### config.mk
export PLATFORM = sky130hd
export DESIGN_NAME = stream_demux_1_4
export DESIGN_NICKNAME = d
export VERILOG_FILES = /design/src/rtl/stream_demux_pkg.sv /design/src/rtl/stream_demux_1_4_slot.sv /design/src/rtl/stream_demux_1_4.sv
export SDC_FILE = /design/constraint.sdc
export NUM_CORES = 1
export LEC_CHECK = 0
export CAP_MARGIN = 20
export CORE_MARGIN = 2
export CORE_UTILIZATION = 41
export CTS_CLUSTER_DIAMETER = 60
export DETAILED_ROUTE_END_ITERATION = 10
export PLACE_DENSITY_LB_ADDON = 0.08
export SYNTH_ARGS = -nofsm -noshare
export SYNTH_HDL_FRONTEND = slang
export SYNTH_SLANG_ARGS = --single-unit
### constraint.sdc
create_clock -name clk -period 1.5 [get_ports clk]
set_input_delay 0.3 -clock clk [delete_from_list [all_inputs] [get_ports clk]]
set_output_delay 0.3 -clock clk [all_outputs]
set_load 0.02 [all_outputs]
### src/rtl/stream_demux_pkg.sv
// Shared constants, the channel-select type and small helpers for the 1-to-4 stream demux.
// The optional delivered-word counters are enabled by defining STREAM_DEMUX_STATS_EN.
package stream_demux_pkg;

    localparam int N_CH  = 4;
    localparam int SEL_W = 2;
    localparam int CNT_W = 8;

    typedef logic [SEL_W-1:0] ch_sel_t;

    // One-hot decode of a channel number.
    function automatic logic [N_CH-1:0] sel_decode(input ch_sel_t sel);
        logic [N_CH-1:0] onehot;
        onehot      = '0;
        onehot[sel] = 1'b1;
        return onehot;
    endfunction

    // Increment that sticks at the all-ones value instead of wrapping.
    function automatic logic [CNT_W-1:0] sat_inc(input logic [CNT_W-1:0] cnt);
        logic [CNT_W-1:0] nxt;
        if (cnt == {CNT_W{1'b1}}) begin
            nxt = cnt;
        end else begin
            nxt = cnt + 1'b1;
        end
        return nxt;
    endfunction

endpackage

### src/rtl/stream_demux_1_4_slot.sv
// One-entry channel buffer for the stream demux: full flag, payload register and,
// when STREAM_DEMUX_STATS_EN is defined, a saturating count of drained words.
module demux_slot
    import stream_demux_pkg::*;
#(
    parameter int W = 4
) (
    input  logic             clk,
    input  logic             rst_n,
    input  logic             fill_i,
    input  logic [W-1:0]     fill_data_i,
    input  logic             drain_ready_i,
    output logic             full_o,
    output logic [W-1:0]     data_o
`ifdef STREAM_DEMUX_STATS_EN
    ,
    output logic [CNT_W-1:0] count_o
`endif
);

    logic         full_q, full_d;
    logic [W-1:0] data_q, data_d;
    logic         drain;

    assign drain = full_q & drain_ready_i;

    // A fill wins over a drain in the same cycle, so back-to-back words stream through.
    always_comb begin
        full_d = full_q;
        data_d = data_q;
        if (fill_i) begin
            full_d = 1'b1;
            data_d = fill_data_i;
        end else if (drain) begin
            full_d = 1'b0;
        end
    end

    always_ff @(posedge clk or negedge rst_n) begin
        if (!rst_n) begin
            full_q <= 1'b0;
            data_q <= '0;
        end else begin
            full_q <= full_d;
            data_q <= data_d;
        end
    end

    assign full_o = full_q;
    assign data_o = data_q;

`ifdef STREAM_DEMUX_STATS_EN
    logic [CNT_W-1:0] cnt_q, cnt_d;

    always_comb begin
        cnt_d = cnt_q;
        if (drain) begin
            cnt_d = sat_inc(cnt_q);
        end
    end

    always_ff @(posedge clk or negedge rst_n) begin
        if (!rst_n) begin
            cnt_q <= '0;
        end else begin
            cnt_q <= cnt_d;
        end
    end

    assign count_o = cnt_q;
`endif

endmodule

### src/rtl/stream_demux_1_4.sv
// 1-to-4 valid/ready stream demux with a one-entry buffer per channel.
// Defining STREAM_DEMUX_STATS_EN adds the per-channel dn_count port.
module stream_demux_1_4
    import stream_demux_pkg::*;
#(
    parameter int W = 4
) (
    input  logic                  clk,
    input  logic                  rst_n,
    input  logic                  up_valid,
    input  logic [W-1:0]          up_data,
    input  ch_sel_t               up_sel,
    output logic                  up_ready,
    output logic [N_CH-1:0]       dn_valid,
    output logic [N_CH*W-1:0]     dn_data,
    input  logic [N_CH-1:0]       dn_ready
`ifdef STREAM_DEMUX_STATS_EN
    ,
    output logic [N_CH*CNT_W-1:0] dn_count
`endif
);

    logic            accept;
    logic [N_CH-1:0] fill;

    // The addressed slot can take a word if it is empty or is being emptied this cycle.
    assign up_ready = ~dn_valid[up_sel] | dn_ready[up_sel];
    assign accept   = up_valid & up_ready;
    assign fill     = accept ? sel_decode(up_sel) : '0;

    for (genvar g = 0; g < N_CH; g++) begin : g_slot
        demux_slot #(
            .W(W)
        ) u_slot (
            .clk          (clk),
            .rst_n        (rst_n),
            .fill_i       (fill[g]),
            .fill_data_i  (up_data),
            .drain_ready_i(dn_ready[g]),
            .full_o       (dn_valid[g]),
            .data_o       (dn_data[g*W +: W])
`ifdef STREAM_DEMUX_STATS_EN
            ,
            .count_o      (dn_count[g*CNT_W +: CNT_W])
`endif
        );
    end

endmodule

==> qor.json <==
{
  "cts.root.buffer_cell": "sky130_fd_sc_hd__clkbuf_4",
  "place_ws_ps": -657,
  "run_status": "complete, but fails checks",
  "timing.hold.worst.class": "in2async",
  "hpwlAfterDp_um": 1270,
  "worst_skew_pair.late_latency_ps": 300,
  "clockBufferDepth": 2,
  "max_transition_margin_pct": 81.2,
  "leftover_overflow_at_the_end_of_global_routing": 0,
  "gpl.final_weighted_congestion": 0.759,
  "antenna_violation_net_count_after_detailed_routing": 0,
  "die_width_um": 49.1,
  "routed_wl_um": 1780,
  "clkSinkCount": 20,
  "detail_route.iter0.violations": 1,
  "synthDistinctLibCells": 14,
  "end_kind": "primary output",
  "antenna_violations_before_repair": 0,
  "numCtsBuffers": 3,
  "synth_seq_cells": 20,
  "post_route_skew_ps": 5.28,
  "failed_checks": "negative setup slack",
  "io_buffer_count": 33,
  "post-route-period-util_pct": 113,
  "grt_use_total_pct": 17.2,
  "timing.setup.tns_ps": -189,
  "floorplan.io_pins": 34,
  "area_growth_syn_to_layout_pct": 57.8,
  "synth_top_cells_by_count": "sky130_fd_sc_hd__dfrtp_1, sky130_fd_sc_hd__mux2_2, sky130_fd_sc_hd__nand2_1",
  "floorplan.die_area_um2": 2410,
  "total_power_uw": 1580,
  "postLayoutCoreUtil_pct": 67.7,
  "timing.fmax_mhz": 592,
  "post-synth-top-area-cell": "sky130_fd_sc_hd__dfrtp_1",
  "cts_tree": "yes",
  "syn_inst": 58,
  "max-cap-violations": 0,
  "yosysMostFrequentCell": "sky130_fd_sc_hd__dfrtp_1",
  "final_area_um2": 1320,
  "worst_pin_slew_ps": 280,
  "cts_max_level": 1,
  "effective_utilization_at_floorplan_pct": 42.9,
  "yosys_most_used_dff": "sky130_fd_sc_hd__dfrtp_1",
  "global_route.usage.met1_pct": 20.9,
  "post_synth.cell_area_avg_um2": 14.4,
  "peak_supply_drop_uv": 896,
  "maximum_number_of_pins_on_one_net_before_global_route_repair": 21,
  "drc": 0,
  "worst_slack_ps": -189,
  "ctsHoldBuffers": 0,
  "grt_use_met2_pct": 29.1,
  "route.detailed.vias_per_inst": 4.70,
  "final_nets": 115,
  "slew_viol_final": 0,
  "worst_setup_hold_path_clk_slew_ps": 110,
  "timing.critical_path.required_ps": 1200,
  "p_per_area_nw_per_um2": 1200,
  "final_period_minus_worst_setup_slack_ps": 1690,
  "synth_area_leaders": "sky130_fd_sc_hd__dfrtp_1, sky130_fd_sc_hd__mux2_2, sky130_fd_sc_hd__buf_4, sky130_fd_sc_hd__nand2b_1, sky130_fd_sc_hd__mux4_2",
  "syn-cell-area_um2": 833,
  "grt_first_pass_wirelength_um": 3060,
  "top_usage_layer": "met2",
  "dr_total_vias": 602,
  "synthesis.yosys.warnings": 0,
  "timing_worst_setup_path_type": "reg2out",
  "global_route.usage.met3_pct": 3.99,
  "mappedNetlistNets": 71,
  "grt_setup_unrepaired": "true",
  "reg2reg_depth": 5,
  "coreArea_um2": 1940,
  "cp-start-kind": "flip-flop",
  "grt_pass1_vias": 629,
  "hold_violations": 0,
  "die_height_um": 49.1,
  "setup-violations-final": 1,
  "instance_area_after_placement_um2": 1230,
  "yosysSeqAreaShare_pct": 60.1,
  "critical_path_arrival_ps": 1390,
  "rows": 16,
  "synth_edf_count": 0,
  "leakage_uw": 0.000656,
  "worstPathMaxFanout": 2,
  "synth_async_sr_flop_share_pct": 100,
  "wl_per_instance_um": 13.9,
  "final_layout_size_suffix_gt1_share_pct": 40.6,
  "antennaDiodeCount": 0,
  "netlist.area_leader.share_pct": 60.1,
  "drt_pass1_iterations": 2
}
## critical path, cell delays in order (launching register included)
cell and delay, ps:
sky130_fd_sc_hd__dfrtp_1 420, sky130_fd_sc_hd__nand2b_4 70, sky130_fd_sc_hd__mux4_2 470, sky130_fd_sc_hd__buf_6 150
## cell families (layout without fill, tap and decap cells)
group	count (synthesis)	count (layout)	synth area share (%)
muxes	17	17	24.3
AOI/OAI and AO/OA	1	1	0.600
buffers and inverters	5	48	4.20
DFF	20	20	60.1
and+or+nand+nor	15	15	10.8
## power by group
part	total, uW	internal, uW	switching (uW)	leakage (uW)
logic	461	227	235	0.000387
clock network	432	270	162	0.0000279
registers	689	638	51.2	0.000242
## repair_timing
| item | in CTS | in global routing |
|---|---|---|
| pin swaps | 0 | 1 |
| endpoints found under the setup margin | 26 | 11 |
| setup buffers | 2 | 0 |
| gates resized for setup | 36 | 5 |
## flip-flops by register name, summed over array words and instances (netlist names)
register              count
g_slot.u_slot.data_o     16
g_slot.u_slot.full_o      4
## per-stage QoR
step,std cells,hold slack [ps]
2_1_floorplan,58,4.41
3_3_place_gp,122,488
3_5_place_dp,122,492
4_1_cts,128,330
5_1_grt,128,359
6_report,128,328
## cells in the final DEF, fill, tap and decap left out
| master | instances |
|---|---|
| sky130_fd_sc_hd__dlygate4sd2_1 | 25 |
| sky130_fd_sc_hd__dfrtp_1 | 20 |
| sky130_fd_sc_hd__mux2_2 | 16 |
| sky130_fd_sc_hd__buf_4 | 11 |
| sky130_fd_sc_hd__nand2_1 | 5 |
| sky130_fd_sc_hd__clkdlybuf4s50_1 | 5 |
| sky130_fd_sc_hd__nand2b_4 | 4 |
| sky130_fd_sc_hd__clkbuf_4 | 3 |
| sky130_fd_sc_hd__dlymetal6s2s_1 | 2 |
| sky130_fd_sc_hd__mux4_2 | 1 |
| sky130_fd_sc_hd__nand3_1 | 1 |
| sky130_fd_sc_hd__o21ai_0 | 1 |
| sky130_fd_sc_hd__nor2b_2 | 1 |
| sky130_fd_sc_hd__nand3b_1 | 1 |
| sky130_fd_sc_hd__nor2b_4 | 1 |
| sky130_fd_sc_hd__and3_4 | 1 |
| sky130_fd_sc_hd__nor3b_2 | 1 |
| sky130_fd_sc_hd__bufinv_16 | 1 |
| sky130_fd_sc_hd__buf_6 | 1 |
## routing by layer
layer,vias to the layer above,routed length [um]
met4,0,14
met3,2,102
met1,297,716
met5,-,0
li1,284,-
met2,19,947
## final cells by class
| cell class | count | area, um^2 |
|---|---|---|
| Tap cell | 27 | 33.8 |
| Timing Repair Buffer | 44 | 388 |
| Clock buffer | 3 | 22.5 |
| Sequential cell | 20 | 500 |
| Multi-Input combinational cell | 33 | 340 |
| Fill cell | 161 | 627 |
| Clock inverter | 1 | 30.0 |
## worst paths after layout
| check | start | to | slack, ps |
|---|---|---|---|
| worst max-delay path | g_slot[3].u_slot.full_o | up_ready | -190 |
| worst min-delay path | rst_n | g_slot[2].u_slot.full_o | 330 |
| worst max register to register | g_slot[0].u_slot.full_o | g_slot[0].u_slot.data_o[3] | 90 |
| worst min register to register | g_slot[3].u_slot.data_o[2] | g_slot[3].u_slot.data_o[2] | 510 |
| max in group asynchronous | rst_n | g_slot[3].u_slot.data_o[0] | 960 |
| min in group clk | up_sel[0] | g_slot[2].u_slot.full_o | 440 |
Power figures use the tool's default switching activity.
